**src/rtl/booth_mul_pkg.sv**
```systemverilog
// Shared types for the sequential radix-4 Booth multiplier: FSM states,
// recoded digit values and the iteration-count helper.
package booth_mul_pkg;

  typedef enum logic [1:0] {
    ST_IDLE = 2'd0,
    ST_RUN  = 2'd1,
    ST_DONE = 2'd2
  } state_e;

  typedef enum logic [2:0] {
    DIG_ZERO = 3'd0,
    DIG_P1   = 3'd1,
    DIG_P2   = 3'd2,
    DIG_M1   = 3'd3,
    DIG_M2   = 3'd4
  } digit_e;

  // Operands are extended by two bits, so (WIDTH+2)/2 digit pairs cover them.
  function automatic int step_count(input int width);
    return width / 2 + 1;
  endfunction

endpackage

```
**src/rtl/booth_r4_recode.sv**
```systemverilog
// Radix-4 Booth recoder: triplet -> digit -> partial-product addend, with
// negation expressed as ones-complement plus a carry-in.
module booth_r4_recode
  import booth_mul_pkg::*;
#(
  parameter int EW = 34
) (
  input  logic [2:0]    i_triplet,
  input  logic [EW-1:0] i_y_ext,
  output logic [EW-1:0] o_addend,
  output logic          o_cin
);

  digit_e w_digit;

  always_comb begin
    case (i_triplet)
      3'b001, 3'b010: w_digit = DIG_P1;
      3'b011:         w_digit = DIG_P2;
      3'b100:         w_digit = DIG_M2;
      3'b101, 3'b110: w_digit = DIG_M1;
      default:        w_digit = DIG_ZERO;
    endcase
  end

  always_comb begin
    // NOTE: defaults first so every path assigns both outputs; a missing
    // assignment on any branch would infer a latch.
    o_addend = '0;
    o_cin    = 1'b0;
    case (w_digit)
      DIG_P1: o_addend = i_y_ext;
      DIG_P2: o_addend = {i_y_ext[EW-2:0], 1'b0};
      DIG_M1: begin
        o_addend = ~i_y_ext;
        o_cin    = 1'b1;
      end
      DIG_M2: begin
        o_addend = ~{i_y_ext[EW-2:0], 1'b0};
        o_cin    = 1'b1;
      end
      default: begin
        o_addend = '0;
        o_cin    = 1'b0;
      end
    endcase
  end

endmodule

```
**src/rtl/booth_mul_seq.sv**
```systemverilog
// Multi-cycle radix-4 Booth multiplier (signed/unsigned) with a
// start/busy/done handshake and registered HI/LO product words.
module booth_mul_seq
  import booth_mul_pkg::*;
#(
  parameter int WIDTH = 32
) (
  input  logic             clk,
  input  logic             rst,
  input  logic             start,
  input  logic             signed_mode,
  input  logic [WIDTH-1:0] x,
  input  logic [WIDTH-1:0] y,
  output logic             busy,
  output logic             done,
  output logic [WIDTH-1:0] z_hi,
  output logic [WIDTH-1:0] z_lo
);

  localparam int N  = step_count(WIDTH);
  localparam int EW = WIDTH + 2;
  localparam int CW = $clog2(N + 1);

  state_e          r_state;
  logic [CW-1:0]   r_cnt;
  logic [EW-1:0]   r_acc_hi;
  logic [EW-1:0]   r_acc_lo;
  logic            r_xm1;
  logic [EW-1:0]   r_y;
  logic [WIDTH-1:0] r_z_hi;
  logic [WIDTH-1:0] r_z_lo;

  logic [2:0]      w_triplet;
  logic [EW-1:0]   w_addend;
  logic            w_cin;
  logic [EW:0]     w_sum;
  logic [EW-1:0]   w_acc_hi_nx;
  logic [EW-1:0]   w_acc_lo_nx;
  logic            w_accept;

  assign w_triplet = {r_acc_lo[1:0], r_xm1};

  booth_r4_recode #(.EW(EW)) u_recode (
    .i_triplet (w_triplet),
    .i_y_ext   (r_y),
    .o_addend  (w_addend),
    .o_cin     (w_cin)
  );

  // One guard bit above the upper half: |acc + 2y| can exceed EW signed bits
  // before the shift, but never after it.
  assign w_sum = {r_acc_hi[EW-1], r_acc_hi}
               + {w_addend[EW-1], w_addend}
               + {{EW{1'b0}}, w_cin};

  assign w_acc_hi_nx = {w_sum[EW], w_sum[EW:2]};
  assign w_acc_lo_nx = {w_sum[1:0], r_acc_lo[EW-1:2]};

  assign w_accept = start && (r_state == ST_IDLE || r_state == ST_DONE);

  always_ff @(posedge clk) begin
    // NOTE: non-blocking assignments so every register samples pre-edge values.
    if (rst) begin
      r_state  <= ST_IDLE;
      r_cnt    <= '0;
      r_acc_hi <= '0;
      r_acc_lo <= '0;
      r_xm1    <= 1'b0;
      r_y      <= '0;
      r_z_hi   <= '0;
      r_z_lo   <= '0;
    end else begin
      unique case (r_state)
        ST_IDLE, ST_DONE: begin
          if (w_accept) begin
            r_acc_hi <= '0;
            r_acc_lo <= {{2{signed_mode & x[WIDTH-1]}}, x};
            r_y      <= {{2{signed_mode & y[WIDTH-1]}}, y};
            r_xm1    <= 1'b0;
            r_cnt    <= CW'(N);
            r_state  <= ST_RUN;
          end else begin
            r_state  <= ST_IDLE;
          end
        end
        ST_RUN: begin
          r_acc_hi <= w_acc_hi_nx;
          r_acc_lo <= w_acc_lo_nx;
          r_xm1    <= r_acc_lo[1];
          r_cnt    <= r_cnt - CW'(1);
          if (r_cnt == CW'(1)) begin
            r_z_hi  <= {w_acc_hi_nx[WIDTH-3:0], w_acc_lo_nx[WIDTH+1:WIDTH]};
            r_z_lo  <= w_acc_lo_nx[WIDTH-1:0];
            r_state <= ST_DONE;
          end
        end
        default: r_state <= ST_IDLE;
      endcase
    end
  end

  assign busy = (r_state == ST_RUN);
  assign done = (r_state == ST_DONE);
  assign z_hi = r_z_hi;
  assign z_lo = r_z_lo;

endmodule

```
**config.mk**
```make
export PLATFORM = sky130hd
export DESIGN_NAME = booth_mul_seq
export DESIGN_NICKNAME = d
export VERILOG_FILES = /design/src/rtl/booth_mul_pkg.sv /design/src/rtl/booth_r4_recode.sv /design/src/rtl/booth_mul_seq.sv
export SDC_FILE = /design/constraint.sdc
export NUM_CORES = 1
export LEC_CHECK = 0
export ABC_AREA = 1
export BUFFER_PORTS_ARGS = -buffer_cell sky130_fd_sc_hd__buf_2
export CAP_MARGIN = 30
export CORE_MARGIN = 2
export CORE_UTILIZATION = 55
export DETAILED_ROUTE_END_ITERATION = 10
export GPL_TIMING_DRIVEN = 0
export PLACE_DENSITY = 0.79
export SLEW_MARGIN = 10
export SYNTH_ARGS = -nofsm -noshare
export SYNTH_HDL_FRONTEND = slang
export SYNTH_SLANG_ARGS = --single-unit
```
**constraint.sdc**
```tcl
create_clock -name clk -period 4.1 [get_ports clk]
set_input_delay 0.82 -clock clk [delete_from_list [all_inputs] [get_ports clk]]
set_output_delay 0.82 -clock clk [all_outputs]
set_load 0.005 [all_outputs]
```
### After elaboration in Yosys (flattened, before gate mapping)

Index checks and enable logic that the tools add are counted.

* $add $sub $neg: 3
* equal/unequal tests: 15
* multiplexer cells: 14
* bitwise operators: 4
* reductions and logical operators: 11

Operators with widths (number)
* $pmux W34 S2: 2
* $pmux W34 S4: 1
* $mux W34: 2
* $not A34 Y34: 2
* $add A34 B34 Y35: 1
* $add A35 B1 Y35: 1
* $eq A3 B2 Y1 const B: 4
* $eq A3 B3 Y1 const B: 4
* $pmux W3 S4: 1
* $pmux W5 S2: 1
* $reduce_or A2 Y1: 4
* $eq A3 B1 Y1 const B: 2
* $reduce_and A2 Y1: 3
* $eq A5 B1 Y1 const B: 1
* $mux W5: 1
* $sub A5 B1 Y5 const B: 1
* $pmux W2 S2: 1
* $mux W1: 3
* $and A1 B1 Y1: 2
* $eq A2 B1 Y1 const B: 1
* $eq A2 B2 Y1 const B: 1
* $logic_not A2 Y1: 1
* $mux W2: 1
* $ne A2 B1 Y1 const B: 1
* other kinds (5): 5

* register bits: 173
* bits of input ports: 68
* output and inout bits: 66
* logic and storage cells: 55

### Logic depth before layout (Yosys ltp)

Gate-level depths: netlist of the first run.

* word-level depth: 8
* mapped depth: 26
* gate-level depth less buffers: 25

### Cells and area by module

Synthesis of the first run repeated with hierarchy kept, for this count alone.

* cells, all modules: 1631
* area total of the unflattened synthesis: 10179.8 µm²

By module, submodules not included
* booth_mul_seq: instances 1, cells each 1296, area each 8762.2 µm², seq. area each 3443.3 µm²
* booth_r4_recode: instances 1, cells each 335, area each 1417.6 µm², seq. area each 0.0 µm²

### Least setup slack after synthesis of the first run

No wires, ideal clock.

* path type: register to register
* start point: reg r_acc_lo[1]
* end point: reg r_z_hi[28], in the netlist z_hi[28]
* setup time: 0.109 ns
* arrival: 2.790 ns
* data required time: 3.991 ns
* slack: 1.201 ns
* cell stages (with the launch flop): 25
* path buffers: 1
* clock period less this slack: 2.899 ns
* cells stage by stage: dfxtp_1 inv_1 nor2_1 inv_1 nor2_1 inv_1 clkbuf_1 o211ai_1 fa_1 inv_1 fa_1 inv_1 nand3_1 nand2_2 nand2_1 nand2_2 nand2_1 nand2_1 nand3_1 nand2_1 nand2_1 nand2_1 nand2_1 nand2_1 inv_1

* cells in the longest elaborated chain, start to end: 7
* elaborated cells on any way between the ends: 18
* classes of those cells: add/sub (2); eq/ne (10); mux (3); reduce/logical (3)

Ends and longest elaborated chain
* from (decl): line booth_mul_seq.sv:27 `logic [EW-1:0] r_acc_lo;`
* from (signal assigned): line booth_mul_seq.sv:77 `r_acc_lo <= {{2{signed_mode & x[WIDTH-1]}}, x};`
* from (signal assigned): line booth_mul_seq.sv:88 `r_acc_lo <= w_acc_lo_nx;`
* $eq A3 B3 Y1, or another cell as far along: line booth_r4_recode.sv:17 `case (i_triplet)`
* $reduce_or A2 Y1: line booth_r4_recode.sv:17
* $pmux W3 S4 (*): line booth_r4_recode.sv:17
* $eq A3 B3 Y1, or another cell as far along: line booth_r4_recode.sv:31 `case (w_digit)`
* $pmux W34 S4 or $reduce_or A2 Y1 (tied branches)
* $add A34 B34 Y35 or $mux W1 (tied branches): line booth_mul_seq.sv:53, booth_r4_recode.sv:31
* $add A35 B1 Y35 (*): line booth_mul_seq.sv:54 `+ {{EW{1'b0}}, w_cin};`
* to (signal assigned): line booth_mul_seq.sv:92 `r_z_hi <= {w_acc_hi_nx[WIDTH-3:0], w_acc_lo_nx[WIDTH+1:WIDTH]};`
* to (decl): line booth_mul_seq.sv:30 `logic [WIDTH-1:0] r_z_hi;`

Mark *: on every way between the ends. The rest lies on a longest branch, timed or not.
A chain may end at the register's enable or synchronous reset.

### Final worst setup path of the first run

Ends and elaborated chain as after synthesis.

==> flow_summary.json, run 1 <==
{
  "post_cts_resize_count": 0,
  "cts_tree": "yes",
  "area_delta_synth_final_pct": 16.7,
  "ir_drop_mv": 0.310,
  "drv_cap": 0,
  "crit_arrival_ps": 4040,
  "postCtsSetupRepairBufs": 0,
  "cpMostUsedCell": "nand2_1",
  "synth_area_leaders": "dfxtp_1 37%, nand2_1 13%, nor2_1 11%, o21ai_0 6.9%, inv_1 5.8%",
  "synth_cells": 1409,
  "path_buf_inv": 7,
  "end_kind": "register",
  "grt_busiest_layer": "met2",
  "min_path_type": "register to register",
  "fill_cells": 1596,
  "die_y_um": 134,
  "antenna_found_initial": 1,
  "drtPass1Iterations": 6,
  "final_util_pct": 65.6,
  "synth.avg_cell_area_um2": 6.62,
  "wl_per_cell_um": 16.3,
  "cts_root_buf": "clkbuf_16",
  "grt_util_met3_pct": 6.54,
  "h-tree-depth": 4,
  "cts_buffer_depth": 2,
  "grt_pass1_vias": 9310,
  "die_area_um2": 18000,
  "ant_nets": 0,
  "fin_crit_ps": 3700,
  "grtUsageTotal_pct": 32.5,
  "skew_ps": 9.45,
  "required_ps": 4450,
  "hpwl_um": 22500,
  "status": "finished clean",
  "slew_headroom_pct": 57.3,
  "fin_tns_setup_ps": 0,
  "rsz0062_at_grt": "false",
  "ys_warn_count": 0,
  "grt_pass1_wl_um": 46300,
  "met2_usage_pct": 54.8,
  "place.gp.congestion": 0.957,
  "row_count": 47,
  "fmax_mhz": 270,
  "max_stage_delay_ps": 420,
  "cp_max_fo": 10,
  "ys_types": 36,
  "path_cells": "inv_1 > nor2_1 > inv_1 > nor2_1 > inv_1 > clkbuf_1 > o211ai_1 > fa_1 > inv_1 > fa_1 > inv_1 > nand3_1 > nand2_2 > nand2_1 > nand2_2 > nand2_1 > nand2_1 > nand3_1 > nand2_1 > nand2_1 > nand2_1 > nand2_1 > nand2_1 > inv_1",
  "p_per_area_nw_per_um2": 396,
  "final-seq-area_um2": 3440,
  "overflow": 0,
  "clk_pin_slew_worst_paths_ps": 70,
  "chipWidth_um": 134,
  "layout_commonest_cell": "nand2_1",
  "io_pins": 134,
  "cts_buffers": 17,
  "grtUsageMet1_pct": 40.9,
  "layout.nets": 1666,
  "slew_violations": 0,
  "layout-drive-gt1-share_pct": 12.7,
  "drc": 0,
  "drtIter0Drc": 710,
  "synth_area_um2": 9330,
  "portBuffers": 133,
  "insertion_delay_ps": 440,
  "synth_top_area_cell": "dfxtp_1",
  "min_period_over_period_pct": 90.2,
  "syn-num-nets": 1514,
  "synth_top_cell_area_share_pct": 36.9,
  "ys_seq_area_share_pct": 36.9,
  "grt_start_max_net_pins": 20,
  "layout_common_cells": "313 x nand2_1, 267 x nor2_1, 172 x dfxtp_1",
  "tightest_slew_ps": 641,
  "vias_per_cell": 5.48,
  "setup_viol": 0,
  "power.leakage_nw": 5.34,
  "critical_path.slowest_cell": "dfxtp_1",
  "path_class": "register to register",
  "cts.sinks": 172,
  "multiInputGateArea_um2": 5040,
  "final_hold_viol_count": 0,
  "vias": 9834,
  "synth-seq-cells": 172,
  "start_kind": "register",
  "floorplan.initialDensity_pct": 56.2,
  "cts_hold_buf": 0,
  "crit_family": "simple AND/OR/NAND/NOR gates",
  "core-area_um2": 16600,
  "routed_wl_um": 29200
}
[cell families (layout without fill, tap and decap cells)]
| family | count (synthesis) | count (layout) | share of synthesized area (%) |
|---|---|---|---|
| compound gates | 307 | 307 | 19.1 |
| fa+ha+maj | 37 | 37 | 5.12 |
| buf+inv | 216 | 381 | 9.04 |
| other cells | 0 | 1 | 0 |
| simple gates | 660 | 660 | 28.2 |
| flops | 172 | 172 | 36.9 |
| xor+xnor | 17 | 17 | 1.60 |
[worst paths after layout]
check / slack [ps] / cells after the start / start / endpoint
max reg2reg: 400 / 24 / r_acc_lo[1]$_SDFFE_PP0P_ / z_hi[28]$_SDFFE_PP0P_
max: 400 / 24 / r_acc_lo[1]$_SDFFE_PP0P_ / z_hi[28]$_SDFFE_PP0P_
min reg2reg: 470 / 2 / r_acc_hi[29]$_SDFFE_PP0P_ / r_acc_hi[29]$_SDFFE_PP0P_
min: 470 / 2 / r_acc_hi[29]$_SDFFE_PP0P_ / r_acc_hi[29]$_SDFFE_PP0P_
[through the flow]
step / total power [mW] / setup WS (ps) / hold slack [ps] / std cells / area (um^2)
after detailed placement: 2.62 / 480 / 456 / 1762 / 10300
after global placement: 2.60 / 530 / 454 / 1762 / 10300
after global routing: 4.47 / 70.4 / 484 / 1794 / 10900
after floorplan: 2.36 / 1200 / 437 / 1409 / 9330
final: 4.31 / 403 / 473 / 1795 / 10900
after CTS: 4.30 / 447 / 469 / 1794 / 10900
[state kept, by name, summed over array words and instances, names as in the netlist]
register,flops
r_acc_lo,34
z_hi,32
r_y,33
r_cnt,5
r_xm1,1
r_state,2
z_lo,32
r_acc_hi,33
[layer usage]
layer,vias up,wire length [um],share of wire [%]
met3,58,1820,6.2
met1,4479,12700,44
li1,4913,-,-
met5,-,0,0
met2,384,13800,47
met4,0,881,3.0
[layout make-up]
| cell class | instances | share of cell area (%) |
|---|---|---|
| timing repair buffer | 133 | 6.12 |
| tap | 220 | 2.53 |
| inverter | 147 | 5.07 |
| sequential | 172 | 31.6 |
| clock buffer | 17 | 3.91 |
| buffer | 69 | 2.68 |
| multi-input combinational | 1021 | 46.3 |
| antenna | 1 | 0.0230 |
| clock inverter | 15 | 1.71 |
[worst register-to-register path, delay by kind of cell, from the launching register on]
| family | cells | cell delay [ps] |
|---|---|---|
| AO/OA/AOI/OAI | 1 | 270 |
| adder cells (fa/ha/maj) | 2 | 680 |
| buffers and inverters | 7 | 770 |
| flip-flops | 1 | 420 |
| AND/OR/NAND/NOR | 14 | 1480 |
[where the power goes]
group	internal (mW)	switching, mW	total (mW)
combinational	0.259	0.480	0.739
clock	0.883	0.823	1.71
sequential	1.78	0.0875	1.87
[synthesized netlist by cell type]
cell	count
o21ai_1	1
ha_1	35
o2111ai_1	1
xnor2_1	1
buf_1	6
nor3_2	3
dfxtp_1	172
o211ai_1	1
nand2_1	313
inv_2	2
o21bai_1	5
a221o_1	7
o22ai_1	8
nand4_1	4
a21oi_1	93
o21ai_0	129
a31oi_1	17
nor3_1	9
inv_1	144
clkbuf_1	43
nand3_2	1
clkinv_1	1
xor2_1	16
nand3b_1	6
nor2_2	4
fa_1	2
nand2_2	5
nor4_1	1
a211oi_1	2
a221oi_1	40
o21a_1	1
buf_4	3
buf_2	17
nand3_1	47
a21boi_0	2
nor2_1	267
Power figures use the tool's default switching activity.
==> run 2: changes to the inputs <==
--- a/config.mk
+++ b/config.mk
@@ -8,6 +8,7 @@
 export ABC_AREA = 1
 export BUFFER_PORTS_ARGS = -buffer_cell sky130_fd_sc_hd__buf_2
 export CAP_MARGIN = 30
+export CORE_ASPECT_RATIO = 0.9
 export CORE_MARGIN = 2
 export CORE_UTILIZATION = 55
 export DETAILED_ROUTE_END_ITERATION = 10
==> flow_summary.json, run 2 (synthesized netlist as in run 1, its figures left out) <==
{
  "grt_pass1_wl_um": 45700,
  "cpMostUsedCell": "nand2_1",
  "drv_cap": 0,
  "path_cells": "inv_1 > nor2_1 > inv_1 > nor2_1 > inv_1 > clkbuf_1 > o211ai_1 > fa_1 > inv_1 > fa_1 > inv_1 > nand3_1 > nand2_2 > nand2_1 > nand2_1 > nand3b_1 > nand2_1 > nand2_1 > nand2_1 > nand2_1 > nand2_1 > nand2_1 > nand2_1 > inv_1",
  "tightest_slew_ps": 746,
  "cts_buffer_depth": 2,
  "row_count": 45,
  "crit_family": "simple AND/OR/NAND/NOR gates",
  "floorplan.initialDensity_pct": 55.8,
  "drtIter0Drc": 969,
  "largest_reg_flops": 34,
  "place.gp.congestion": 0.977,
  "dp_slack_ps": 436,
  "ff2ff_path_depth": 24,
  "crit_arrival_ps": 4080,
  "layout.nets": 1666,
  "core-area_um2": 16700,
  "reg.largest.list": "r_acc_lo x34, r_acc_hi x33, r_y x33",
  "drc": 0,
  "layout_common_cells": "313 x nand2_1, 267 x nor2_1, 172 x dfxtp_1",
  "min_period_over_period_pct": 91.3,
  "cts_root_buf": "clkbuf_16",
  "overflow": 0,
  "regMostFlops": "r_acc_lo",
  "postCtsSetupRepairBufs": 0,
  "fin_tns_setup_ps": 0,
  "grtUsageTotal_pct": 31.9,
  "required_ps": 4440,
  "crit_start": "r_acc_lo[1]$_SDFFE_PP0P_",
  "antenna_found_initial": 2,
  "grt_start_max_net_pins": 19,
  "path_buf_inv": 7,
  "vias_per_cell": 5.52,
  "power.share.combinational_pct": 17.3,
  "layout-drive-gt1-share_pct": 12.7,
  "fmax_mhz": 267,
  "path_class": "register to register",
  "ir_drop_mv": 0.340,
  "hpwl_um": 22000,
  "grt_pass1_vias": 9056,
  "io_pins": 134,
  "h-tree-depth": 4,
  "power.leakage_nw": 5.33,
  "timing.rr.start": "r_acc_lo[1]$_SDFFE_PP0P_",
  "layout_commonest_cell": "nand2_1",
  "pwr-share-seq_pct": 43.8,
  "internal_power_mw": 2.91,
  "r2r-end": "z_hi[30]$_SDFFE_PP0P_",
  "critical_path.slowest_cell": "dfxtp_1",
  "routed_wl_um": 28900,
  "slew_violations": 0,
  "ant_nets": 0,
  "area_delta_synth_final_pct": 16.4,
  "p_per_area_nw_per_um2": 392,
  "cp.depth": 24,
  "max_stage_delay_ps": 440,
  "hold_slack_ps": 474,
  "clk_pin_slew_worst_paths_ps": 70,
  "die_y_um": 128,
  "slew_headroom_pct": 50.3,
  "drtPass1Iterations": 6,
  "chipWidth_um": 141,
  "wl_per_cell_um": 16.2,
  "cts_buffers": 17,
  "vias": 9864,
  "portBuffers": 133,
  "post_cts_resize_count": 0,
  "switchingPower_mw": 1.35,
  "fin_crit_ps": 3740,
  "cp_max_fo": 10,
  "min_path_type": "register to register",
  "ff2ff_setup_slack_ps": 360,
  "cts_tree": "yes",
  "endpoint": "z_hi[30]$_SDFFE_PP0P_",
  "setup_slack_ps": 358,
  "pwr-share-clk_pct": 38.9,
  "setup_viol": 0,
  "cts.sinks": 172,
  "die_area_um2": 18000,
  "insertion_delay_ps": 440,
  "end_kind": "register",
  "final_hold_viol_count": 0,
  "switching_share_pct": 31.7,
  "status": "finished clean",
  "start_kind": "register",
  "holdCritStartpoint": "r_acc_hi[25]$_SDFFE_PP0P_",
  "skew_ps": 13.2,
  "rsz0062_at_grt": "false",
  "cts_hold_buf": 0
}
## run 2: power groups by stage
stage / clock (mW) / sequential [mW] / combinational [mW]
2_1_floorplan: 0 / 1.88 / 0.477
3_3_place_gp: 0 / 1.90 / 0.706
3_5_place_dp: 0 / 1.90 / 0.720
4_1_cts: 1.66 / 1.86 / 0.724
5_1_grt: 1.73 / 1.88 / 0.816
6_report: 1.66 / 1.87 / 0.738
## run 2: cell type report
type,instances,area [um^2]
clock buffer,17,425
multi-input combinational,1021,5040
tap,211,264
sequential,172,3440
antenna,2,5.00
fill,1542,5870
clock inverter,15,169
timing repair buffer,133,666
buffer,69,292
inverter,147,552
## run 2: worst min path at each step
stage	to	slack, ps	cells after the start
finish	r_acc_hi[25]$_SDFFE_PP0P_	470	2
global route	r_acc_hi[8]$_SDFFE_PP0P_	490	2
CTS	r_cnt[3]$_SDFFE_PP0P_	470	1
detailed placement	r_cnt[3]$_SDFFE_PP0P_	460	1
global placement	r_cnt[3]$_SDFFE_PP0P_	460	1
floorplan	z_lo[12]$_SDFFE_PP0P_	440	2
## run 2: stage by stage
stage,cells,power (mW),util [%],instance area [um^2]
finish,1787,4.26,64.9,10900
global route,1785,4.43,64.9,10900
CTS,1785,4.25,64.9,10900
floorplan,1409,2.36,-,9330
global placement,1753,2.60,61.3,10300
detailed placement,1753,2.62,61.3,10300
## run 2: worst reg2reg max path: cells and delay by family, from the launching register on
kind	cells	cell delay (ps)
buffers and inverters	7	800
flip-flops	1	440
AND/OR/NAND/NOR	14	1500
AO/OA/AOI/OAI	1	250
adder cells (fa/ha/maj)	2	660
## run 2: metal layers
metal  share of wire [%]  global-route usage (%)
met3                 7.9                    6.18
met4                 2.8                    10.8
met5                   0                       0
met2                  45                    52.3
met1                  45                    42.5
